## config.mk

```make
export PLATFORM = sky130hd
export DESIGN_NAME = ultrasonic_ranger
export DESIGN_NICKNAME = d
export VERILOG_FILES = /design/src/rtl/ultrasonic_ranger.sv
export SDC_FILE = /design/constraint.sdc
export NUM_CORES = 1
export LEC_CHECK = 0
export BUFFER_PORTS_ARGS = -buffer_cell sky130_fd_sc_hd__clkbuf_2
export CAP_MARGIN = 5
export CORE_MARGIN = 2
export CORE_UTILIZATION = 56
export DETAILED_ROUTE_END_ITERATION = 8
export PLACE_DENSITY = 0.83
export SYNTH_ARGS = -nofsm -noshare
export SYNTH_HDL_FRONTEND = slang
export SYNTH_SLANG_ARGS = --single-unit
export TNS_END_PERCENT = 30
```

## constraint.sdc

```tcl
create_clock -name clk -period 2.14 [get_ports clk]
set_input_delay 0.107 -clock clk [delete_from_list [all_inputs] [get_ports clk]]
set_output_delay 0.107 -clock clk [all_outputs]
set_load 0.02 [all_outputs]
```

## src/rtl/ultrasonic_ranger.sv

```systemverilog
// ultrasonic_ranger
//   Controller for an HC-SR04-style ultrasonic range sensor. It issues a
//   trigger pulse once per measurement period, times the width of the echo
//   pulse that comes back, and holds the range in whole centimetres.
//
// Ports
//   clk       in   system clock, rising edge
//   reset     in   synchronous, active-high reset
//   echo      in   sensor echo (asynchronous pad input)
//   trigger   out  sensor trigger pulse, registered
//   distance  out  14-bit last measured range in cm, registered
//                  (14'h3FFF means no target within the timeout)
//
// Build option
//   ULTRASONIC_ECHO_SYNC_EN : when defined, echo passes through a 2-flop
//   synchroniser ahead of the edge-detect flop (3-cycle edge latency).
//   When undefined, echo feeds the edge-detect flop directly (1-cycle
//   latency) and must already be synchronous to clk. Both echo edges see
//   the same delay, so the measured distance is identical either way.

module ultrasonic_ranger #(
  parameter int unsigned TICKS_PER_US = 100,
  parameter int unsigned TRIG_US      = 10,
  parameter int unsigned US_PER_CM    = 58,
  parameter int unsigned TIMEOUT_US   = 30000,
  parameter int unsigned CYCLE_US     = 60000
) (
  input  logic        clk,
  input  logic        reset,
  input  logic        echo,
  output logic        trigger,
  output logic [13:0] distance
);

  // Timeout and period are counted in raw clocks rather than microseconds:
  // the echo edges that end WAIT_ECHO and MEASURE are not aligned to the
  // microsecond prescaler, so counting ticks across states would drift.
  localparam int unsigned TO_CYC  = TIMEOUT_US * TICKS_PER_US;
  localparam int unsigned CYC_CYC = CYCLE_US * TICKS_PER_US;

  localparam int unsigned PRESC_W = (TICKS_PER_US > 1) ? $clog2(TICKS_PER_US) : 1;
  localparam int unsigned TRIG_W  = (TRIG_US > 1)      ? $clog2(TRIG_US)      : 1;
  localparam int unsigned SUB_W   = (US_PER_CM > 1)    ? $clog2(US_PER_CM)    : 1;
  localparam int unsigned TO_W    = (TO_CYC > 1)       ? $clog2(TO_CYC)       : 1;
  localparam int unsigned CYC_W   = (CYC_CYC > 1)      ? $clog2(CYC_CYC)      : 1;

  localparam logic [PRESC_W-1:0] PRESC_LAST = PRESC_W'(TICKS_PER_US - 1);
  localparam logic [TRIG_W-1:0]  TRIG_LAST  = TRIG_W'(TRIG_US - 1);
  localparam logic [SUB_W-1:0]   SUB_LAST   = SUB_W'(US_PER_CM - 1);
  localparam logic [TO_W-1:0]    TO_LAST    = TO_W'(TO_CYC - 1);
  localparam logic [CYC_W-1:0]   CYC_LAST   = CYC_W'(CYC_CYC - 1);

  localparam logic [13:0] NO_TARGET = 14'h3FFF;

  typedef enum logic [1:0] {
    S_TRIG,
    S_WAIT_ECHO,
    S_MEASURE,
    S_HOLD
  } state_t;

  state_t             state;
  logic [PRESC_W-1:0] presc;
  logic [TRIG_W-1:0]  trig_cnt;
  logic [SUB_W-1:0]   sub_cnt;
  logic [13:0]        cm_cnt;
  logic [TO_W-1:0]    to_cnt;
  logic [CYC_W-1:0]   cyc_cnt;
  logic               meas_done;

  logic us_tick;
  logic echo_s;
  logic echo_prev;
  logic echo_rise;
  logic echo_fall;

  // ------------------------------------------------------------------
  // Echo conditioning and edge detection
  // ------------------------------------------------------------------
`ifdef ULTRASONIC_ECHO_SYNC_EN
  logic echo_meta;
  logic echo_sync;

  always_ff @(posedge clk) begin
    if (reset) begin
      echo_meta <= 1'b0;
      echo_sync <= 1'b0;
    end else begin
      echo_meta <= echo;
      echo_sync <= echo_meta;
    end
  end

  assign echo_s = echo_sync;
`else
  assign echo_s = echo;
`endif

  always_ff @(posedge clk) begin
    if (reset) begin
      echo_prev <= 1'b0;
    end else begin
      echo_prev <= echo_s;
    end
  end

  assign echo_rise = echo_s & ~echo_prev;
  assign echo_fall = ~echo_s & echo_prev;

  assign us_tick = (presc == PRESC_LAST);

  // ------------------------------------------------------------------
  // Measurement FSM
  // ------------------------------------------------------------------
  always_ff @(posedge clk) begin
    if (reset) begin
      state     <= S_TRIG;
      trigger   <= 1'b0;
      distance  <= '0;
      presc     <= '0;
      trig_cnt  <= '0;
      sub_cnt   <= '0;
      cm_cnt    <= '0;
      to_cnt    <= '0;
      cyc_cnt   <= '0;
      meas_done <= 1'b0;
    end else begin
      cyc_cnt <= cyc_cnt + 1'b1;
      presc   <= us_tick ? '0 : presc + 1'b1;

      case (state)
        S_TRIG: begin
          if (!trigger) begin
            // Only reached straight after reset: this edge is the trigger
            // start, so it restarts the counters exactly as HOLD->TRIG does.
            trigger  <= 1'b1;
            presc    <= '0;
            trig_cnt <= '0;
            cyc_cnt  <= '0;
          end else if (us_tick) begin
            if (trig_cnt == TRIG_LAST) begin
              trigger <= 1'b0;
              state   <= S_WAIT_ECHO;
              presc   <= '0;
              to_cnt  <= '0;
            end else begin
              trig_cnt <= trig_cnt + 1'b1;
            end
          end
        end

        S_WAIT_ECHO: begin
          if (to_cnt == TO_LAST) begin
            distance <= NO_TARGET;
            state    <= S_HOLD;
            presc    <= '0;
          end else begin
            to_cnt <= to_cnt + 1'b1;
            if (echo_rise) begin
              state     <= S_MEASURE;
              presc     <= '0;
              sub_cnt   <= '0;
              cm_cnt    <= '0;
              meas_done <= 1'b0;
            end
          end
        end

        S_MEASURE: begin
          if (meas_done) begin
            // The falling-edge cycle was still counted; latch the total now.
            distance  <= cm_cnt;
            meas_done <= 1'b0;
            state     <= S_HOLD;
            presc     <= '0;
          end else if (to_cnt == TO_LAST) begin
            distance <= NO_TARGET;
            state    <= S_HOLD;
            presc    <= '0;
          end else begin
            to_cnt <= to_cnt + 1'b1;
            if (us_tick) begin
              if (sub_cnt == SUB_LAST) begin
                sub_cnt <= '0;
                if (cm_cnt != '1) begin
                  cm_cnt <= cm_cnt + 14'd1;
                end
              end else begin
                sub_cnt <= sub_cnt + 1'b1;
              end
            end
            if (echo_fall) begin
              meas_done <= 1'b1;
            end
          end
        end

        S_HOLD: begin
          if (cyc_cnt == CYC_LAST) begin
            state    <= S_TRIG;
            trigger  <= 1'b1;
            presc    <= '0;
            trig_cnt <= '0;
            cm_cnt   <= '0;
            cyc_cnt  <= '0;
          end
        end

        default: begin
          state   <= S_TRIG;
          trigger <= 1'b0;
        end
      endcase
    end
  end

endmodule

```

=== Yosys cells after proc, flatten, opt, wreduce, memory -nomap -nowiden ===
Cells that the tools add are included.
W data, S select, Z words.

* Add/sub/neg operators: 6
* Eq/ne operators: 24
* Mux-type cells: 63
* Bitwise operators: 4
* Reductions and logical operators: 12

{| class="wikitable"
|+ Operators by type and width
! operator !! count
|-
| $mux W14 || 10
|-
| $mux W22 || 5
|-
| $pmux W22 S3 || 1
|-
| $mux W7 || 9
|-
| $mux W23 || 2
|-
| $pmux W23 S2 || 1
|-
| $pmux W14 S3 || 1
|-
| $mux W6 || 6
|-
| $pmux W14 S2 || 1
|-
| $pmux W7 S4 || 1
|-
| $add A23 B1 Y23 const B || 1
|-
| $eq A23 B23 Y1 const B || 1
|-
| $add A22 B1 Y22 const B || 1
|-
| $eq A22 B22 Y1 const B || 1
|-
| $ne A2 B2 Y1 const B || 11
|-
| $mux W2 || 8
|-
| $mux W4 || 4
|-
| $add A14 B1 Y14 const B || 1
|-
| $ne A14 B14 Y1 const B || 1
|-
| $ne A3 B3 Y1 const B || 4
|-
| $pmux W6 S2 || 1
|-
| $reduce_and A6 Y1 || 2
|-
| $mux W1 || 9
|-
| $reduce_and A9 Y1 || 1
|-
| other kinds (20) || 26
|}

* Register bits after elaboration: 95
* Bits of input ports: 3
* Output and inout bits: 15
* Logic and storage cells: 120

=== Depth between registers and ports, before layout ===
Gate-level depths: netlist of the first run.

* Depth in word-level cells: 7
* Mapped depth: 9
* Gate-level depth less buffers: 7

=== Least setup slack after synthesis of the first run ===
Ideal clock, no wire load.

* Path kind: reg2reg
* From: reg presc[0]
* To: reg cm_cnt[7]
* Arrival: 2.199 ns
* Path slack: -0.155 ns
* Cell stages (with the launch flop): 8
* Buffers on the path: 1
* Path through: dfxtp_1 -> ha_1 -> nand4bb_1 -> o31ai_1 -> nand2_1 -> or4_4 -> buf_6 -> o41ai_2

* Longest elaborated chain between the ends: 3

{| class="wikitable"
|+ Ends and longest elaborated chain
! what !! RTL line !! RTL
|-
| start, declared || 63 || <nowiki>logic [PRESC_W-1:0] presc;</nowiki>
|-
| start signal, assigned || 129 || <nowiki>presc <= us_tick ? '0 : presc + 1'b1;</nowiki>
|-
| $eq A7 B7 Y1 || 110 || <nowiki>assign us_tick = (presc == PRESC_LAST);</nowiki>
|-
| $ne A2 B2 Y1 (no source line) || - ||
|-
| $reduce_and A9 Y1 (no source line) || - ||
|-
| end signal, assigned || 186 || <nowiki>cm_cnt <= cm_cnt + 14'd1;</nowiki>
|-
| end, declared || 66 || <nowiki>logic [13:0] cm_cnt;</nowiki>
|}

Every way passes these cells.
A chain may end at the register's enable or synchronous reset.

=== Final worst setup path of the first run ===
* From: reg cyc_cnt[12]
* To: reg cm_cnt[1]

* Longest elaborated chain between the ends: 3

{| class="wikitable"
|+ Ends and longest elaborated chain
! what !! RTL line !! RTL
|-
| start, declared || 68 || <nowiki>logic [CYC_W-1:0] cyc_cnt;</nowiki>
|-
| start signal, assigned || 128 || <nowiki>cyc_cnt <= cyc_cnt + 1'b1;</nowiki>
|-
| $eq A23 B23 Y1 || 199 || <nowiki>if (cyc_cnt == CYC_LAST) begin</nowiki>
|-
| $ne A2 B2 Y1 (no source line) || - ||
|-
| $reduce_and A9 Y1 (no source line) || - ||
|}

Every way passes these cells.

==> results of run 1 <==
[flip-flops by register name, indices dropped and copies added (netlist names)]
| register | flops |
|---|---|
| cm_cnt | 14 |
| cyc_cnt | 23 |
| distance | 14 |
| echo_prev | 1 |
| meas_done | 1 |
| presc | 7 |
| state | 2 |
| sub_cnt | 6 |
| to_cnt | 22 |
| trig_cnt | 4 |
| trigger | 1 |
[cell usage in the layout (no fill, tap or decap), types with 10 or more instances in the layout]
cell and instances:
nor4_1 11, nand3_1 48, buf_4 97, nand4_1 21, nand2_1 42, or4_1 10, a21oi_1 31, o21ai_0 23
nor2_1 48, inv_1 17, clkbuf_2 17, dfxtp_1 86, o221a_2 15, xor2_1 17, nor3_1 11
[power by group through the flow]
stage / combinational (mW) / sequential [mW] / clock [mW]
2_1_floorplan: 0.0457 / 1.82 / 0
3_3_place_gp: 0.0805 / 1.82 / 0
3_5_place_dp: 0.0831 / 1.82 / 0
4_1_cts: 0.0860 / 1.77 / 1.22
5_1_grt: 0.101 / 1.78 / 1.29
6_report: 0.0944 / 1.77 / 1.23
[critical path, delay by kind of cell, from the launching register on]
kind,cells,cell delay (ns)
AOI/OAI and AO/OA,2,0.51
DFF,1,0.35
buffers and inverters,2,0.33
and+or+nand+nor,2,1.07
[worst paths after layout]
| path | start | end | depth (start not counted) |
|---|---|---|---|
| max | cyc_cnt[12] | cm_cnt[1] | 6 |
| min | reset | trig_cnt[0] | 3 |
| max reg2reg | cyc_cnt[12] | cm_cnt[1] | 6 |
| min reg2reg | sub_cnt[1] | sub_cnt[1] | 2 |
[cells by family (layout without fill, tap and decap cells)]
kind of cell	Yosys count	count (layout)	synth area share, %
compound gates	150	150	23.1
xor+xnor	25	25	4.34
fa+ha+maj	12	12	2.98
buf+inv	58	158	4.52
flops	95	95	37.7
simple gates	256	257	27.4
[what timing repair did]
action	in CTS	in global routing
gates resized for setup	19	38
setup endpoints to repair	51	58
gates cloned	1	1
hold endpoints to repair	1	0
pin swaps	5	14
buffers inserted	1	8
hold buffers	1	0
[cell usage after synthesis (all sizes together) (3+ instances only)]
cell type	count
and4	5
a32o	4
nand4	21
a41oi	4
ha	12
nor2b	3
clkbuf	33
nor4	14
or4b	3
o41ai	11
buf	5
o31ai	13
inv	18
o32ai	3
o31a	3
nand3	49
dfxtp	95
o221a	15
a31oi	4
nand2b	4
o311ai	12
or3	10
nand2	45
nor3	13
or4	15
and3	9
xor2	17
and2	4
o21ai	25
o2111ai	5
nand4b	4
a21oi	33
nor2	49
xnor2	8
[layout make-up]
class	count	share of cell area, %
Tap cell	108	2.10
Clock inverter	6	1.07
Multi-Input combinational cell	444	49.3
Inverter	20	1.16
Sequential cell	95	29.7
Timing Repair Buffer	123	14.8
Clock buffer	9	1.92
[through the flow]
stage / area [um^2] / hold slack [ns] / instances / utilization [%] / TNS, ns
after floorplan: 5070 / 0.235 / 596 / - / -0.605
after global placement: 5880 / 0.380 / 778 / 67.4 / -2.47
after detailed placement: 5880 / 0.387 / 778 / 67.4 / -3.40
after CTS: 6210 / 0.251 / 796 / 71.2 / -0.218
after global routing: 6450 / 0.296 / 805 / 74.0 / -3.12
final: 6450 / 0.301 / 805 / 74.0 / -2.02
[per-layer routing]
layer	routed length [um]	vias to the layer above
met5	0	-
met4	337	0
met3	1240	49
met2	7640	325
met1	6240	2595
li1	-	2479
==> results.py, run 1 <==
metrics = {
    "run_status": {
        "status": "finished, violations left",
        "violations": "setup timing",
    },
    "global_routing": {
        "use_met3_pct": 5.60,
        "grt_pass1_wl_um": 23600,
        "antenna_found_initial": 0,
        "grt_util_all_layers_pct": 28.9,
        "grtUsageMet1_pct": 36.9,
        "grt-busiest-layer": "met2",
        "grt_max_degree": 35,
        "gr-total-overflow": 0,
        "grt_pass1_vias": 5087,
        "use_met2_pct": 48.2,
    },
    "logic_synthesis": {
        "synth_edf_count": 0,
        "syn_inst": 596,
        "synth-seq-cells": 95,
        "syn_avg_cell_area_um2": 8.46,
        "synthArstFlopShare_pct": 0,
        "ys_types": 62,
        "syn_area_um2": 5040,
        "synth_top_cell_area_share_pct": 37.7,
        "synthFlopType": "dfxtp_1",
        "yosysSeqAreaShare_pct": 37.7,
        "synth_nets": 611,
        "synth_area_leaders": "dfxtp_1 (38%), nand3_1 (4.9%), nor2_1 (3.6%)",
        "yosys.area.top_type": "dfxtp_1",
        "synth_warnings": 0,
    },
    "cts": {
        "cts_made_buffers": 9,
        "cts_sinks": 95,
        "cts_tree": "yes",
        "root_buffer": "clkbuf_8",
        "htreeDepth": 3,
        "clk_pin_slew_worst_paths_ns": 0.11,
        "clk_path_buf_depth": 2,
        "clock_latency_ns": 0.38,
    },
    "timing": {
        "slew_viol_final": 0,
        "postLayoutSetupSlackWorst_ns": -0.207,
        "slew_headroom_pct": 52.6,
        "fin_crit_ns": 2.35,
        "worstMarginPinSlew_ns": 0.707,
        "setup_viol": 17,
        "rsz0062_at_grt": "true",
        "hold_viol_final": 0,
        "max_freq_ghz": 0.426,
        "fin_worst_skew_ns": 0.0203,
        "finalCritPeriodShare_pct": 110,
    },
    "finish": {
        "area.sequential_um2": 1910,
        "final_layout_size_suffix_gt1_share_pct": 30.6,
        "final_nets": 708,
        "area_delta_synth_final_pct": 28.0,
        "multi_input_area_um2": 3180,
        "num-fill-cells": 584,
        "n_antenna_cell": 0,
    },
    "detailed_routing": {
        "wl_um": 15500,
        "routed_via_density": 6.77,
        "wl_per_cell_um": 19.2,
        "remaining_drc_errors": 0,
        "antenna_left": 0,
        "drt_iter0_drc": 544,
        "drtPass1Iterations": 6,
        "routed-via-count": 5448,
    },
    "floorplanning": {
        "die_area_um2": 9770,
        "core_um2": 8720,
        "start_util_pct": 57.8,
        "io_pins": 18,
        "row_count": 34,
        "die_h_um": 98.9,
        "die_x_um": 98.9,
    },
    "worst_setup_path": {
        "cp.required_ns": 2.45,
        "worstPathMaxFanout": 12,
        "cp-end-kind": "flip-flop",
        "startpoint_type": "flip-flop",
        "worstSetupPathType": "flip-flop to flip-flop",
        "cp_data_arrival_time_ns": 2.65,
        "critPathMaxStageDelay_ns": 0.54,
        "crit_chain": "or4_4 -> o31a_1 -> buf_4 -> buf_12 -> or4_1 -> a21oi_1",
        "cpMaxStageDelayCell": "or4_4",
        "rrSetupSlack_ns": -0.21,
    },
    "power": {
        "switchingPower_mw": 0.753,
        "p_comb_share_pct": 3.0,
        "ir_drop_uv": 354,
        "internal_power_mw": 2.35,
        "p_sw_share_pct": 24.3,
        "seq_power_share_pct": 57.3,
        "clkPwrFrac_pct": 39.7,
        "leakage_nw": 2.35,
        "p_per_area_nw_per_um2": 481,
        "power.total_mw": 3.10,
    },
    "place": {
        "place_ws_ns": -0.239,
        "gp_congestion": 0.929,
        "dp_hpwl_um": 9420,
        "portBuffers": 17,
    },
    "hold_path": {
        "hold_path_class": "input pin to flip-flop",
    },
    "flow_run": {
        "max_cap_violations": 0,
    },
}
Power figures use the tool's default switching activity.
==> run 2: changes to the inputs <==
--- a/config.mk
+++ b/config.mk
@@ -8,9 +8,11 @@
 export BUFFER_PORTS_ARGS = -buffer_cell sky130_fd_sc_hd__clkbuf_2
 export CAP_MARGIN = 5
 export CORE_MARGIN = 2
-export CORE_UTILIZATION = 56
+export CORE_UTILIZATION = 58
+export CTS_BUF_LIST = sky130_fd_sc_hd__clkbuf_4 sky130_fd_sc_hd__clkbuf_8
 export DETAILED_ROUTE_END_ITERATION = 8
-export PLACE_DENSITY = 0.83
+export GPL_TIMING_DRIVEN = 1
+export PLACE_DENSITY = 0.85
 export SYNTH_ARGS = -nofsm -noshare
 export SYNTH_HDL_FRONTEND = slang
 export SYNTH_SLANG_ARGS = --single-unit
==> results.py, run 2 (synthesized netlist as in run 1, its figures left out) <==
metrics = {
    "cts": {
        "htreeDepth": 3,
        "cts_sinks": 95,
        "clock_latency_ns": 0.39,
        "root_buffer": "clkbuf_8",
        "clk_path_buf_depth": 2,
        "cts_tree": "yes",
        "clk_pin_slew_worst_paths_ns": 0.11,
        "cts_made_buffers": 9,
    },
    "global_routing": {
        "grt_util_all_layers_pct": 32.0,
        "antenna_found_initial": 0,
        "grt_max_degree": 52,
        "grt_pass1_wl_um": 25200,
        "gr-total-overflow": 0,
        "grt_pass1_vias": 5277,
    },
    "detailed_routing": {
        "wl_per_cell_um": 19.5,
        "wl_um": 15700,
        "routed_via_density": 6.83,
        "remaining_drc_errors": 0,
        "drt_iter0_drc": 702,
        "routed-via-count": 5502,
        "drtPass1Iterations": 6,
        "antenna_left": 0,
    },
    "worst_setup_path": {
        "crit_top_cell": "or4_4",
        "cp_data_arrival_time_ns": 2.55,
        "crit_chain": "nand2_2 -> or4_4 -> o31a_1 -> or4_4 -> buf_4 -> o41ai_2",
        "cp_top_family": "simple AND/OR/NAND/NOR gates",
        "cp.required_ns": 2.43,
        "worstPathMaxFanout": 6,
        "cpMaxStageDelayCell": "or4_4",
        "startpoint_type": "flip-flop",
        "worstSetupPathType": "flip-flop to flip-flop",
        "cp-end-kind": "flip-flop",
        "crit_buf_inv": 1,
        "critPathMaxStageDelay_ns": 0.57,
    },
    "power": {
        "p_comb_share_pct": 3.0,
        "clkPwrFrac_pct": 38.6,
        "p_per_area_nw_per_um2": 475,
        "p_sw_share_pct": 25.8,
        "internal_power_mw": 2.26,
        "switchingPower_mw": 0.785,
        "seq_power_share_pct": 58.4,
        "leakage_nw": 2.36,
        "ir_drop_uv": 348,
        "power.total_mw": 3.04,
    },
    "timing": {
        "fin_crit_ns": 2.26,
        "whs_ns": 0.251,
        "slew_viol_final": 0,
        "slew_headroom_pct": 62.8,
        "max_freq_ghz": 0.442,
        "rsz0062_at_grt": "true",
        "finalCritPeriodShare_pct": 106,
        "postLayoutSetupSlackWorst_ns": -0.122,
        "worstMarginPinSlew_ns": 0.551,
        "hold_viol_final": 0,
        "fin_worst_skew_ns": 0.0178,
        "setup_viol": 15,
    },
    "finish": {
        "multi_input_area_um2": 3180,
        "area_delta_synth_final_pct": 27.3,
        "area.sequential_um2": 1910,
        "final_layout_size_suffix_gt1_share_pct": 31.4,
        "largest-register": "cyc_cnt",
        "top_regs": "cyc_cnt (23), to_cnt (22)",
        "num-fill-cells": 544,
        "final_cell_mix": "buf_4 (99), dfxtp_1 (85), nor2_1 (48)",
        "final_nets": 708,
        "fin_util_pct": 75.0,
        "largest_reg_flops": 23,
        "final_common_cell": "buf_4",
        "n_antenna_cell": 0,
    },
    "flow_run": {
        "max_cap_violations": 0,
    },
    "floorplanning": {
        "core_um2": 8550,
        "row_count": 34,
        "io_pins": 18,
        "die_area_um2": 9450,
        "start_util_pct": 58.9,
        "die_x_um": 97.2,
        "die_h_um": 97.2,
    },
    "place": {
        "gp_congestion": 0.896,
        "dp_hpwl_um": 9470,
        "portBuffers": 17,
    },
    "run_status": {
        "violations": "setup timing",
        "status": "finished, violations left",
    },
    "hold_path": {
        "hold_path_class": "input pin to flip-flop",
    },
}
==> run 2: cell count changes in the layout (fill, tap and decap cells not counted), moves of 3 or more <==
cell,previous run,this run
a21oi_2,1,5
clkinv_4,1,4
o41ai_2,7,10
a21oi_1,31,28
ha_1,8,11
==> run 2: worst reg2reg max path: cells and delay by family (launching register included) <==
kind / cells / cell delay [ns]
AO/OA/AOI/OAI: 2 / 0.51
flip-flops: 1 / 0.35
buffers and inverters: 1 / 0.18
AND/OR/NAND/NOR: 3 / 1.12
==> run 2: cell type report <==
type	instances	area share, %
clock inverter	6	0.858
timing repair buffer	123	14.5
sequential	95	29.8
multi-input combinational	444	49.5
inverter	20	1.17
clock buffer	10	2.05
tap	108	2.11
==> run 2: path summary, 6_finish.rpt <==
| kind | from | end | slack, ns | cells after the start |
|---|---|---|---|---|
| hold reg to reg | cm_cnt[13] | cm_cnt[13] | 0.53 | 1 |
| setup / recovery | cyc_cnt[8] | cm_cnt[9] | -0.12 | 6 |
| setup reg to reg | cyc_cnt[8] | cm_cnt[9] | -0.12 | 6 |
| hold / removal | reset | sub_cnt[0] | 0.25 | 3 |
==> run 2: routing by layer <==
layer / vias up / global-route usage (%) / share of wire [%] / wire, um
li1: 2485 / - / - / -
met1: 2635 / 39.8 / 39 / 6150
met2: 321 / 55.6 / 50 / 7910
met3: 61 / 5.11 / 7.6 / 1190
met4: 0 / 12.8 / 2.7 / 426
met5: - / 0 / 0 / 0
==> run 2: power groups by stage <==
stage	logic, mW	clock network [mW]	registers, mW
after floorplan	0.0457	0	1.82
after global placement	0.0785	0	1.82
after detailed placement	0.0818	0	1.82
after CTS	0.0853	1.16	1.78
after global routing	0.0976	1.24	1.78
final	0.0914	1.18	1.78
==> run 2: what timing repair did <==
item / 4_1_cts / 5_1_grt
resized for setup: 27 / 33
buffers inserted: 8 / 1
pin swaps: 9 / 10
hold endpoints to repair: 0 / 1
cloned: 1 / 0
hold buffers: 0 / 1
setup endpoints to repair: 61 / 53
==> run 2: per-stage QoR <==
stage	area [um^2]	std cells	setup slack (ns)	setup TNS, ns
after floorplan	5070	596	-0.0685	-0.605
after global placement	5890	779	-0.165	-2.03
after detailed placement	5890	779	-0.262	-5.73
after CTS	6270	804	-0.0729	-0.393
after global routing	6410	806	-0.160	-2.40
final	6410	806	-0.122	-0.848
==> run 3: changes to the inputs <==
--- a/config.mk
+++ b/config.mk
@@ -5,6 +5,7 @@
 export SDC_FILE = /design/constraint.sdc
 export NUM_CORES = 1
 export LEC_CHECK = 0
+export ABC_AREA = 1
 export BUFFER_PORTS_ARGS = -buffer_cell sky130_fd_sc_hd__clkbuf_2
 export CAP_MARGIN = 5
 export CORE_MARGIN = 2
==> results.py, run 3 <==
metrics = {
    "power": {
        "leakage_nw": 2.36,
        "p_per_area_nw_per_um2": 844,
        "ir_drop_uv": 451,
    },
    "timing": {
        "postLayoutSetupSlackWorst_ns": 0.131,
        "setup_viol": 0,
        "finalCritPeriodShare_pct": 93.9,
        "fin_crit_ns": 2.01,
        "worstMarginPinSlew_ns": 0.526,
        "fin_worst_skew_ns": 0.0128,
        "max_freq_ghz": 0.498,
        "hold_viol_final": 0,
        "slew_headroom_pct": 64.9,
        "slew_viol_final": 0,
    },
    "detailed_routing": {
        "routed-via-count": 5060,
        "antenna_left": 0,
        "routed_via_density": 5.54,
        "wl_um": 12000,
        "drt_iter0_drc": 267,
        "drtPass1Iterations": 5,
        "remaining_drc_errors": 0,
        "wl_per_cell_um": 13.1,
    },
    "logic_synthesis": {
        "yosysSeqAreaShare_pct": 36.4,
        "syn_inst": 775,
        "yosys.area.top_type": "dfxtp_1",
        "synth_top_cell_area_share_pct": 36.4,
        "synth_warnings": 0,
        "synth_area_leaders": "dfxtp_1 (36%), nand2_1 (11%), nor2_1 (8.9%)",
        "synth_nets": 790,
        "synth_edf_count": 0,
        "syn_area_um2": 5230,
        "ys_types": 40,
        "synth.most_common_cell": "nand2_1",
        "synth-seq-cells": 95,
        "syn_avg_cell_area_um2": 6.74,
        "synthFlopType": "dfxtp_1",
        "synthTopCellsByCount": "nand2_1 (158), nor2_1 (124), inv_1 (101)",
        "synthArstFlopShare_pct": 0,
    },
    "floorplanning": {
        "row_count": 34,
        "start_util_pct": 59.9,
        "die_area_um2": 9790,
        "die_x_um": 98.9,
        "die_h_um": 98.9,
        "io_pins": 18,
        "core_um2": 8720,
    },
    "worst_setup_path": {
        "reg2regPathDepth": 10,
        "crit_buf_inv": 3,
        "crit_chain": "inv_1 -> ha_1 -> inv_1 -> nand2_1 -> nor2_1 -> nand3_1 -> a21oi_4 -> buf_6 -> nand4_1 -> a21oi_1",
        "cp-end-kind": "flip-flop",
        "cp_data_arrival_time_ns": 2.30,
        "cp_top_family": "buffers and inverters",
        "worstSetupPathType": "flip-flop to flip-flop",
        "cp.depth": 10,
        "startpoint_type": "flip-flop",
        "critPathMaxStageDelay_ns": 0.40,
        "cpMaxStageDelayCell": "dfxtp_1",
        "crit_top_cell": "inv_1",
        "worstPathMaxFanout": 14,
        "cp.required_ns": 2.43,
    },
    "global_routing": {
        "gr-total-overflow": 0,
        "grt_util_all_layers_pct": 25.0,
        "grt_pass1_vias": 4922,
        "antenna_found_initial": 0,
        "grt_max_degree": 23,
        "grt_pass1_wl_um": 20600,
    },
    "cts": {
        "clock_latency_ns": 0.37,
        "clk_path_buf_depth": 2,
        "cts_tree": "yes",
        "htreeDepth": 3,
        "root_buffer": "clkbuf_8",
        "cts_sinks": 95,
        "cts_made_buffers": 9,
        "clk_pin_slew_worst_paths_ns": 0.10,
    },
    "finish": {
        "area_delta_synth_final_pct": 9.98,
        "largest_reg_flops": 23,
        "final_nets": 816,
        "top_regs": "cyc_cnt (23), to_cnt (22)",
        "fin_util_pct": 65.9,
        "final_common_cell": "nand2_1",
        "largest-register": "cyc_cnt",
        "final_cell_mix": "nand2_1 (157), nor2_1 (123), inv_1 (101)",
        "final_layout_size_suffix_gt1_share_pct": 9.06,
        "n_antenna_cell": 0,
    },
    "place": {
        "gp_congestion": 0.985,
        "dp_hpwl_um": 8790,
        "portBuffers": 17,
        "place_ws_ns": 0.0942,
    },
    "run_status": {
        "status": "finished clean",
    },
    "hold_path": {
        "hold_path_class": "input pin to flip-flop",
        "whs_path_depth": 2,
    },
    "flow_run": {
        "max_cap_violations": 0,
    },
}
-- run 3: cells by family after synthesis --
family	synth area share, %
adders and majority gates	2.87
xor gates and xnor gates	6.03
AOI/OAI and AO/OA	11.4
DFF	36.4
and+or+nand+nor	33.6
buffers and inverters	9.62
-- run 3: layer usage --
layer	wire length [um]	part of all wire [%]	global-route usage (%)	vias to the layer above
li1	-	-	-	2538
met2	5890	49	45.0	171
met1	5110	43	28.7	2315
met3	682	5.7	4.54	36
met4	326	2.7	11.5	0
met5	0	0	0	-
-- run 3: cell type report --
| class | instances | area (um^2) |
|---|---|---|
| fillers | 719 | 2970 |
| multi-input cells | 555 | 2840 |
| flip-flops and latches | 95 | 1900 |
| inverters | 105 | 397 |
| repair buffers | 35 | 243 |
| well taps | 108 | 135 |
| clock buffers | 9 | 124 |
| clock inverters | 7 | 104 |
-- run 3: through the flow --
stage / hold slack (ns) / cell area, um^2 / cells / setup TNS (ns) / total power, mW
final: 0.145 / 5750 / 914 / 0 / 4.85
after global routing: 0.150 / 5750 / 914 / -0.00454 / 5.14
after CTS: 0.134 / 5690 / 911 / 0 / 4.81
after detailed placement: 0.355 / 5460 / 894 / 0 / 3.47
after global placement: 0.348 / 5460 / 894 / 0 / 3.39
after floorplan: 0.214 / 5230 / 775 / 0 / 3.10
-- run 3: final timing paths --
check | end | from | slack [ns]
max | cm_cnt[8] | state[0] | 0.13
min | to_cnt[6] | reset | 0.14
max reg2reg | cm_cnt[8] | state[0] | 0.13
min reg2reg | presc[0] | presc[0] | 0.46
-- run 3: power by group --
part | total, mW | switching, mW | internal [mW]
sequential | 2.02 | 0.124 | 1.90
clock | 1.35 | 0.679 | 0.675
combinational | 1.48 | 0.985 | 0.494
total | 4.85 | 1.79 | 3.06
-- run 3: what timing repair did --
action | 4_1_cts | 5_1_grt
endpoints found under the hold margin | 1 | 0
resized for setup | 0 | 8
setup buffers | 0 | 3
hold buffers | 1 | 0
setup endpoints to repair | 0 | 39
